==> src/rtl/rd_rsp_sched.sv <==
// In-order read-response scheduler. Hands out DMA read tags round-robin,
// records which tags the reorder buffer has fully stored, and drains them
// strictly in allocation order through the fetch port into a 4-entry
// first-word-fall-through output FIFO, using credits so the FIFO never
// overflows.
module rd_rsp_sched #(
   parameter int TAG_NUM_LOG = 6,
   parameter int DATA_W      = 256,
   parameter int BCNT_W      = 8
) (
   input  logic                   dma_clk,
   input  logic                   rst,
   input  logic                   alloc_req,
   output logic                   alloc_gnt,
   output logic [TAG_NUM_LOG-1:0] alloc_tag,
   input  logic                   cpl_vld,
   input  logic [TAG_NUM_LOG-1:0] cpl_tag,
   input  logic [BCNT_W-1:0]      cpl_bcnt,
   output logic                   ft_rd_rsp_ren,
   output logic [TAG_NUM_LOG-1:0] ft_rd_rsp_tag,
   input  logic [DATA_W-1:0]      ft_rd_rsp_data,
   input  logic                   ft_rd_rsp_last,
   input  logic                   ft_rd_rsp_vld,
   output logic                   out_valid,
   output logic [DATA_W-1:0]      out_data,
   output logic                   out_last,
   output logic [TAG_NUM_LOG-1:0] out_tag,
   input  logic                   out_ready,
   output logic [TAG_NUM_LOG:0]   outstanding,
   output logic                   err
);

   localparam int TAG_NUM = 1 << TAG_NUM_LOG;
   localparam int FIFO_D  = 4;
   localparam logic [TAG_NUM_LOG:0] L_TAG_FULL = (TAG_NUM_LOG+1)'(TAG_NUM);
   // Cycles after reset during which returning beats belong to fetches
   // issued before reset (maximum fetch latency) and are dropped silently.
   localparam logic [1:0] L_QUIET = 2'd3;

   typedef enum logic [1:0] {
      S_IDLE,
      S_FETCH,
      S_DRAIN,
      S_RELEASE
   } state_t;

   // Tag bookkeeping
   logic [TAG_NUM_LOG-1:0] r_alloc_ptr;
   logic [TAG_NUM_LOG-1:0] r_head_ptr;
   logic [TAG_NUM_LOG:0]   r_outstanding;
   logic [TAG_NUM-1:0]     r_done;
   logic [BCNT_W-1:0]      r_bcnt [TAG_NUM];

   // Drain FSM
   state_t                 r_state;
   logic [BCNT_W-1:0]      r_beats_left;
   logic [BCNT_W-1:0]      r_ret_cnt;
   logic [BCNT_W-1:0]      r_cur_bcnt;
   logic                   r_ren;
   logic [TAG_NUM_LOG-1:0] r_ren_tag;

   // Flow control and error
   logic [2:0]             r_inflight;
   logic [1:0]             r_quiet;
   logic                   r_err;

   // Output FIFO
   logic [DATA_W-1:0]      r_fifo_data [FIFO_D];
   logic                   r_fifo_last [FIFO_D];
   logic [TAG_NUM_LOG-1:0] r_fifo_tag  [FIFO_D];
   logic [1:0]             r_wr_ptr;
   logic [1:0]             r_rd_ptr;
   logic [2:0]             r_fifo_cnt;

   logic                   w_full;
   logic                   w_grant;
   logic                   w_release;
   logic [TAG_NUM_LOG-1:0] w_cpl_off;
   logic                   w_cpl_alloc;
   logic                   w_cpl_ok;
   logic                   w_cpl_bad;
   logic [BCNT_W-1:0]      w_cpl_bcnt;
   logic [2:0]             w_credit;
   logic                   w_issue;
   logic                   w_rsp_acc;
   logic                   w_rsp_stray;
   logic                   w_ret_last;
   logic                   w_last_bad;
   logic                   w_pop;

   assign w_full      = (r_outstanding == L_TAG_FULL);
   assign w_grant     = alloc_req & ~w_full;
   assign w_release   = (r_state == S_RELEASE);

   // A tag is live when its distance from the head is below the live count.
   assign w_cpl_off   = cpl_tag - r_head_ptr;
   assign w_cpl_alloc = ({1'b0, w_cpl_off} < r_outstanding);
   assign w_cpl_ok    = cpl_vld & w_cpl_alloc & ~r_done[cpl_tag];
   assign w_cpl_bad   = cpl_vld & (~w_cpl_ok | (cpl_bcnt == '0));
   assign w_cpl_bcnt  = (cpl_bcnt == '0) ? BCNT_W'(1) : cpl_bcnt;

   assign w_credit    = 3'd4 - (r_fifo_cnt + r_inflight);
   assign w_issue     = (r_state == S_FETCH) & (w_credit != 3'd0);

   assign w_rsp_acc   = ft_rd_rsp_vld & (r_quiet == 2'd0) & (r_inflight != 3'd0);
   assign w_rsp_stray = ft_rd_rsp_vld & (r_quiet == 2'd0) & (r_inflight == 3'd0);
   // The scheduler's own beat count decides out_last; the buffer's flag is only checked.
   assign w_ret_last  = ((r_ret_cnt + BCNT_W'(1)) == r_cur_bcnt);
   assign w_last_bad  = w_rsp_acc & (ft_rd_rsp_last != w_ret_last);

   assign w_pop       = (r_fifo_cnt != 3'd0) & out_ready;

   // Drain FSM: wait for head completion, issue fetches under credit, wait for returns, release
   always_ff @(posedge dma_clk) begin
      if (rst) begin
         r_state      <= S_IDLE;
         r_beats_left <= '0;
         r_ret_cnt    <= '0;
         r_cur_bcnt   <= '0;
         r_ren        <= 1'b0;
         r_ren_tag    <= '0;
      end else begin
         r_ren <= 1'b0;
         case (r_state)
            S_IDLE: begin
               if ((r_outstanding != '0) && r_done[r_head_ptr]) begin
                  r_beats_left <= r_bcnt[r_head_ptr];
                  r_cur_bcnt   <= r_bcnt[r_head_ptr];
                  r_ret_cnt    <= '0;
                  r_state      <= S_FETCH;
               end
            end
            S_FETCH: begin
               if (w_issue) begin
                  r_ren        <= 1'b1;
                  r_ren_tag    <= r_head_ptr;
                  r_beats_left <= r_beats_left - BCNT_W'(1);
                  if (r_beats_left == BCNT_W'(1)) begin
                     r_state <= S_DRAIN;
                  end
               end
            end
            S_DRAIN: begin
               if (r_inflight == 3'd0) begin
                  r_state <= S_RELEASE;
               end
            end
            S_RELEASE: begin
               r_state <= S_IDLE;
            end
            default: begin
               r_state <= S_IDLE;
            end
         endcase
         if (w_rsp_acc) begin
            r_ret_cnt <= r_ret_cnt + BCNT_W'(1);
         end
      end
   end

   // Pointers, live-tag count, in-flight fetch count, post-reset quiet window, sticky error
   always_ff @(posedge dma_clk) begin
      if (rst) begin
         r_alloc_ptr   <= '0;
         r_head_ptr    <= '0;
         r_outstanding <= '0;
         r_inflight    <= 3'd0;
         r_quiet       <= L_QUIET;
         r_err         <= 1'b0;
      end else begin
         if (w_grant) begin
            r_alloc_ptr <= r_alloc_ptr + TAG_NUM_LOG'(1);
         end
         if (w_release) begin
            r_head_ptr <= r_head_ptr + TAG_NUM_LOG'(1);
         end
         case ({w_grant, w_release})
            2'b10:   r_outstanding <= r_outstanding + (TAG_NUM_LOG+1)'(1);
            2'b01:   r_outstanding <= r_outstanding - (TAG_NUM_LOG+1)'(1);
            default: r_outstanding <= r_outstanding;
         endcase
         r_inflight <= r_inflight + {2'b00, w_issue} - {2'b00, w_rsp_acc};
         if (r_quiet != 2'd0) begin
            r_quiet <= r_quiet - 2'd1;
         end
         if (w_cpl_bad | w_last_bad | w_rsp_stray) begin
            r_err <= 1'b1;
         end
      end
   end

   // Done bits: cleared on grant and on release, set by a legal completion
   always_ff @(posedge dma_clk) begin
      if (rst) begin
         r_done <= '0;
      end else begin
         if (w_grant) begin
            r_done[r_alloc_ptr] <= 1'b0;
         end
         if (w_release) begin
            r_done[r_head_ptr] <= 1'b0;
         end
         if (w_cpl_ok) begin
            r_done[cpl_tag] <= 1'b1;
         end
      end
   end

   // Beat count table; only read for tags whose done bit is set
   always_ff @(posedge dma_clk) begin
      if (w_cpl_ok) begin
         r_bcnt[cpl_tag] <= w_cpl_bcnt;
      end
   end

   // Output FIFO pointers and occupancy
   always_ff @(posedge dma_clk) begin
      if (rst) begin
         r_wr_ptr   <= 2'd0;
         r_rd_ptr   <= 2'd0;
         r_fifo_cnt <= 3'd0;
      end else begin
         if (w_rsp_acc) begin
            r_wr_ptr <= r_wr_ptr + 2'd1;
         end
         if (w_pop) begin
            r_rd_ptr <= r_rd_ptr + 2'd1;
         end
         r_fifo_cnt <= r_fifo_cnt + {2'b00, w_rsp_acc} - {2'b00, w_pop};
      end
   end

   // Output FIFO storage; returned beats are tagged with the current head
   always_ff @(posedge dma_clk) begin
      if (w_rsp_acc) begin
         r_fifo_data[r_wr_ptr] <= ft_rd_rsp_data;
         r_fifo_last[r_wr_ptr] <= w_ret_last;
         r_fifo_tag[r_wr_ptr]  <= r_head_ptr;
      end
   end

   assign alloc_gnt     = w_grant;
   assign alloc_tag     = r_alloc_ptr;
   assign ft_rd_rsp_ren = r_ren;
   assign ft_rd_rsp_tag = r_ren_tag;
   assign out_valid     = (r_fifo_cnt != 3'd0);
   assign out_data      = r_fifo_data[r_rd_ptr];
   assign out_last      = r_fifo_last[r_rd_ptr];
   assign out_tag       = r_fifo_tag[r_rd_ptr];
   assign outstanding   = r_outstanding;
   assign err           = r_err;

endmodule

==> config.mk <==
export PLATFORM = sky130hd
export DESIGN_NAME = rd_rsp_sched
export DESIGN_NICKNAME = d
export VERILOG_FILES = /design/src/rtl/rd_rsp_sched.sv
export SDC_FILE = /design/constraint.sdc
export NUM_CORES = 2
export LEC_CHECK = 0
export CORE_AREA = 4 4 338 340
export DETAILED_ROUTE_END_ITERATION = 10
export DIE_AREA = 0 0 342 344
export GPL_TIMING_DRIVEN = 0
export HOLD_SLACK_MARGIN = 0.06
export PLACE_DENSITY_LB_ADDON = 0.3
export SYNTH_ARGS = -nofsm -noshare
export SYNTH_HDL_FRONTEND = slang
export SYNTH_SLANG_ARGS = --single-unit
==> constraint.sdc <==
create_clock -name dma_clk -period 26.5 [get_ports dma_clk]
set_input_delay 6.625 -clock dma_clk [delete_from_list [all_inputs] [get_ports dma_clk]]
set_output_delay 6.625 -clock dma_clk [all_outputs]
set_load 0.05 [all_outputs]
==> metrics.txt <==
synth unique cells=71; clock slew at reported path FFs=60 ps; Worst Path Arrival=8300 ps; Worst Hold Path EP=r_cur_bcnt[3]; Layout area overhead=21.0%; Die W=342 µm; Max Fclk=67.0 MHz; final setup margin=11570 ps; max-slew violations=0; crit share post-route=56.3%; Max-slew headroom=6.07%; Placed Cells=5430; RR Startpoint=r_head_ptr[1]; FF/Latch Area=49700 µm²; Clock Skew=41.2 ps; number of setup buffers added after CTS=0; DR pass1 iterations=8; Starting Density=59.3%; DRT iter0 DRCs=4826; Period minus WS final=14930 ps; asr flop ratio synth=0%; final wirelength=182 mm; WS Path Type=in -> out; clock tree from TritonCTS=done; Synth area leader=edfxtp_1; Fin Hold WS=478 ps; Global Route Usage Sum=30.8%; CP max FO=5; DP Wirelength=121 mm; worst slack at placement=11580 ps; worst vdd ir=0.0662 mV; clock buffer depth=3; initial antenna violation count=30; Worst setup SP type=primary input; reg2reg path depth=16; mapped cell area=66200 µm²; PostCTS Resize Cnt=0; WP buf/inv=3; Multi-input gate area=15700 µm²; WL/cell=31.7 µm; TNS Setup=0 ps; critical path data required time=19880 ps; CTS Root Cell=clkbuf_16; num rows=123; crit-path max cell delay=830 ps; Layout Cells excl Fill=5754; number of global-route vias before repair=37.1k; aggregate global routing overflow=0; antenna viol nets, final=0; hold depth=2; clk_lat worst skew=770 ps; top cell type's share of synthesized area=71.0%; Synth Instances=3317; r2r endpoint=r_bcnt[52][1]; Reg2Reg Setup Slack=21310 ps; Slowest-stage cell, CP=clkdlybuf4s50_1; RD Place Congestion=0.971; via count of the routed design=37.3k; total power=6.64 mW; Critical Path Start=alloc_req; Finished Cell Area=80100 µm²; synth warn=0; Seq/Total Area, Yosys=75.1%; area of the die=118000 µm²; worst slew pin tran=1410 ps; Max Cap Viol=0; Top Ports=563; synth top area cells=edfxtp_1 (71%), mux4_2 (13%), dfxtp_1 (4.1%), mux2i_1 (0.92%), o211a_1 (0.79%); Critical Path Most Common Cell=clkdlybuf4s50_1; syn_area_per_cell=19.9 µm²; post-synth net total=3635; core footprint=112000 µm²; Power per Cell Area=82.9 nW/µm²; largest net degree at the start of global routing=58; commonest cells after routing, fill and taps aside=edfxtp_1 (1564), clkdlybuf4s50_1 (561), mux4_2 (382); EDFF count, synth=1564; fillers=6528; min-delay src=r_cur_bcnt[3]; Synth Register Bits=1701; final core occ=71.8%; Leak Pwr=25.3 nW; CTS Buf Count=165; CP Capture Type=output pin; I/O Buffers=561; crit-path leading delay family=buffers and inverters; worst min-delay path class=reg -> reg; Hold Buf Count CTS=0; fin nets=4420; # DRC=0; top_reg_cell synth=edfxtp_1; commonest non-fill, non-tap cell in the layout=edfxtp_1; CP Cell Sequence=clkdlybuf4s50_1, o21ai_0, inv_1, clkdlybuf4s50_1; placed inst area=74800 µm²; drt via density=6.49; outcome=completed; layout cells sized above 1=19.2%; die height=344 µm; H-tree depth=4; setup violators final=0; first-pass GRT wire length=261 mm; clk sink count=1701; RSZ-0062 raised after global routing=no; final hold vios=0
-- registers in the layout, summed over array words and instances, names as in the netlist, named ones only --
register and cells:
alloc_tag 6, err 1, ft_rd_rsp_ren 1, ft_rd_rsp_tag 6
outstanding 7, r_bcnt 512, r_beats_left 8, r_cur_bcnt 8
r_done 64, r_fifo_cnt 3, r_fifo_data 1024, r_fifo_last 4
r_fifo_tag 24, r_head_ptr 6, r_inflight 3, r_quiet 2
r_rd_ptr 2, r_ret_cnt 8, r_state 2, r_wr_ptr 2
-- cell type report --
type / count / share of cell area [%]
multi-input combinational: 1371 / 19.6
inverter: 48 / 0.225
antenna: 26 / 0.0812
timing repair buffer: 618 / 8.22
tap: 1500 / 2.34
sequential: 1701 / 62.1
clock inverter: 86 / 0.941
buffer: 197 / 1.07
clock buffer: 207 / 5.48
-- how the worst max path moves through the flow --
stage,to,slack (ps),cells after the start
2_1_floorplan,r_fifo_data[0][0],12700,4
3_3_place_gp,r_fifo_data[0][105],7300,5
3_5_place_dp,alloc_gnt,11580,4
4_1_cts,alloc_gnt,11580,4
5_1_grt,alloc_gnt,11520,4
6_report,alloc_gnt,11570,4
-- cell usage after synthesis (11+ instances only) --
library cell / count
a211oi_1: 14
a21oi_1: 53
a221oi_1: 13
a22o_1: 12
a22oi_1: 37
and2_1: 11
buf_1: 45
buf_2: 39
clkbuf_1: 102
dfxtp_1: 137
edfxtp_1: 1564
ha_1: 37
inv_1: 44
mux2_2: 21
mux2i_1: 61
mux4_2: 382
nand2_1: 89
nand2b_1: 16
nand3_1: 43
nor2_1: 94
nor2b_1: 25
nor3_1: 58
nor4_1: 23
o2111ai_1: 15
o211a_1: 52
o21ai_0: 73
o22ai_1: 14
o31ai_1: 63
or2_2: 12
xnor2_1: 21
xor2_1: 15
-- worst register-to-register path, stage by stage (launching register included) --
cell and delay [ps]:
dfxtp_1 630, inv_1 230, ha_1 330, a21o_1 160
a21o_1 200, a21o_1 180, a21oi_1 170, xnor2_1 140
ha_1 260, a21o_1 160, nand2_1 90, nand4_1 150
or2_1 240, clkbuf_1 240, buf_6 250, buf_2 240
nor3_1 1090
-- cells by family (layout without fill, tap and decap cells) --
group,after synthesis,count (layout),synth area share [%]
other cells,0,26,0
buf+inv,245,1156,1.56
flops,1701,1701,75.1
simple gates,416,416,3.11
fa+ha+maj,41,41,0.821
mux,466,466,14.3
compound gates,411,411,4.53
xor+xnor,37,37,0.511
-- power breakdown --
part | internal (mW) | total, mW | leakage, nW | switching, mW
sequential | 2.94 | 2.95 | 15.2 | 0.00896
combinational | 0.529 | 1.44 | 7.61 | 0.913
clock | 1.26 | 2.25 | 2.52 | 0.989
total | 4.73 | 6.64 | 25.3 | 1.91
-- per-layer routing --
layer | up-vias | track usage (%) | routed length, µm
met5 | - | 0 | 76
met4 | 12 | 13.7 | 9070
met3 | 484 | 8.79 | 21000
met2 | 2366 | 48.8 | 87900
met1 | 19100 | 40.5 | 64200
li1 | 15400 | - | -
Power figures use the tool's default switching activity.
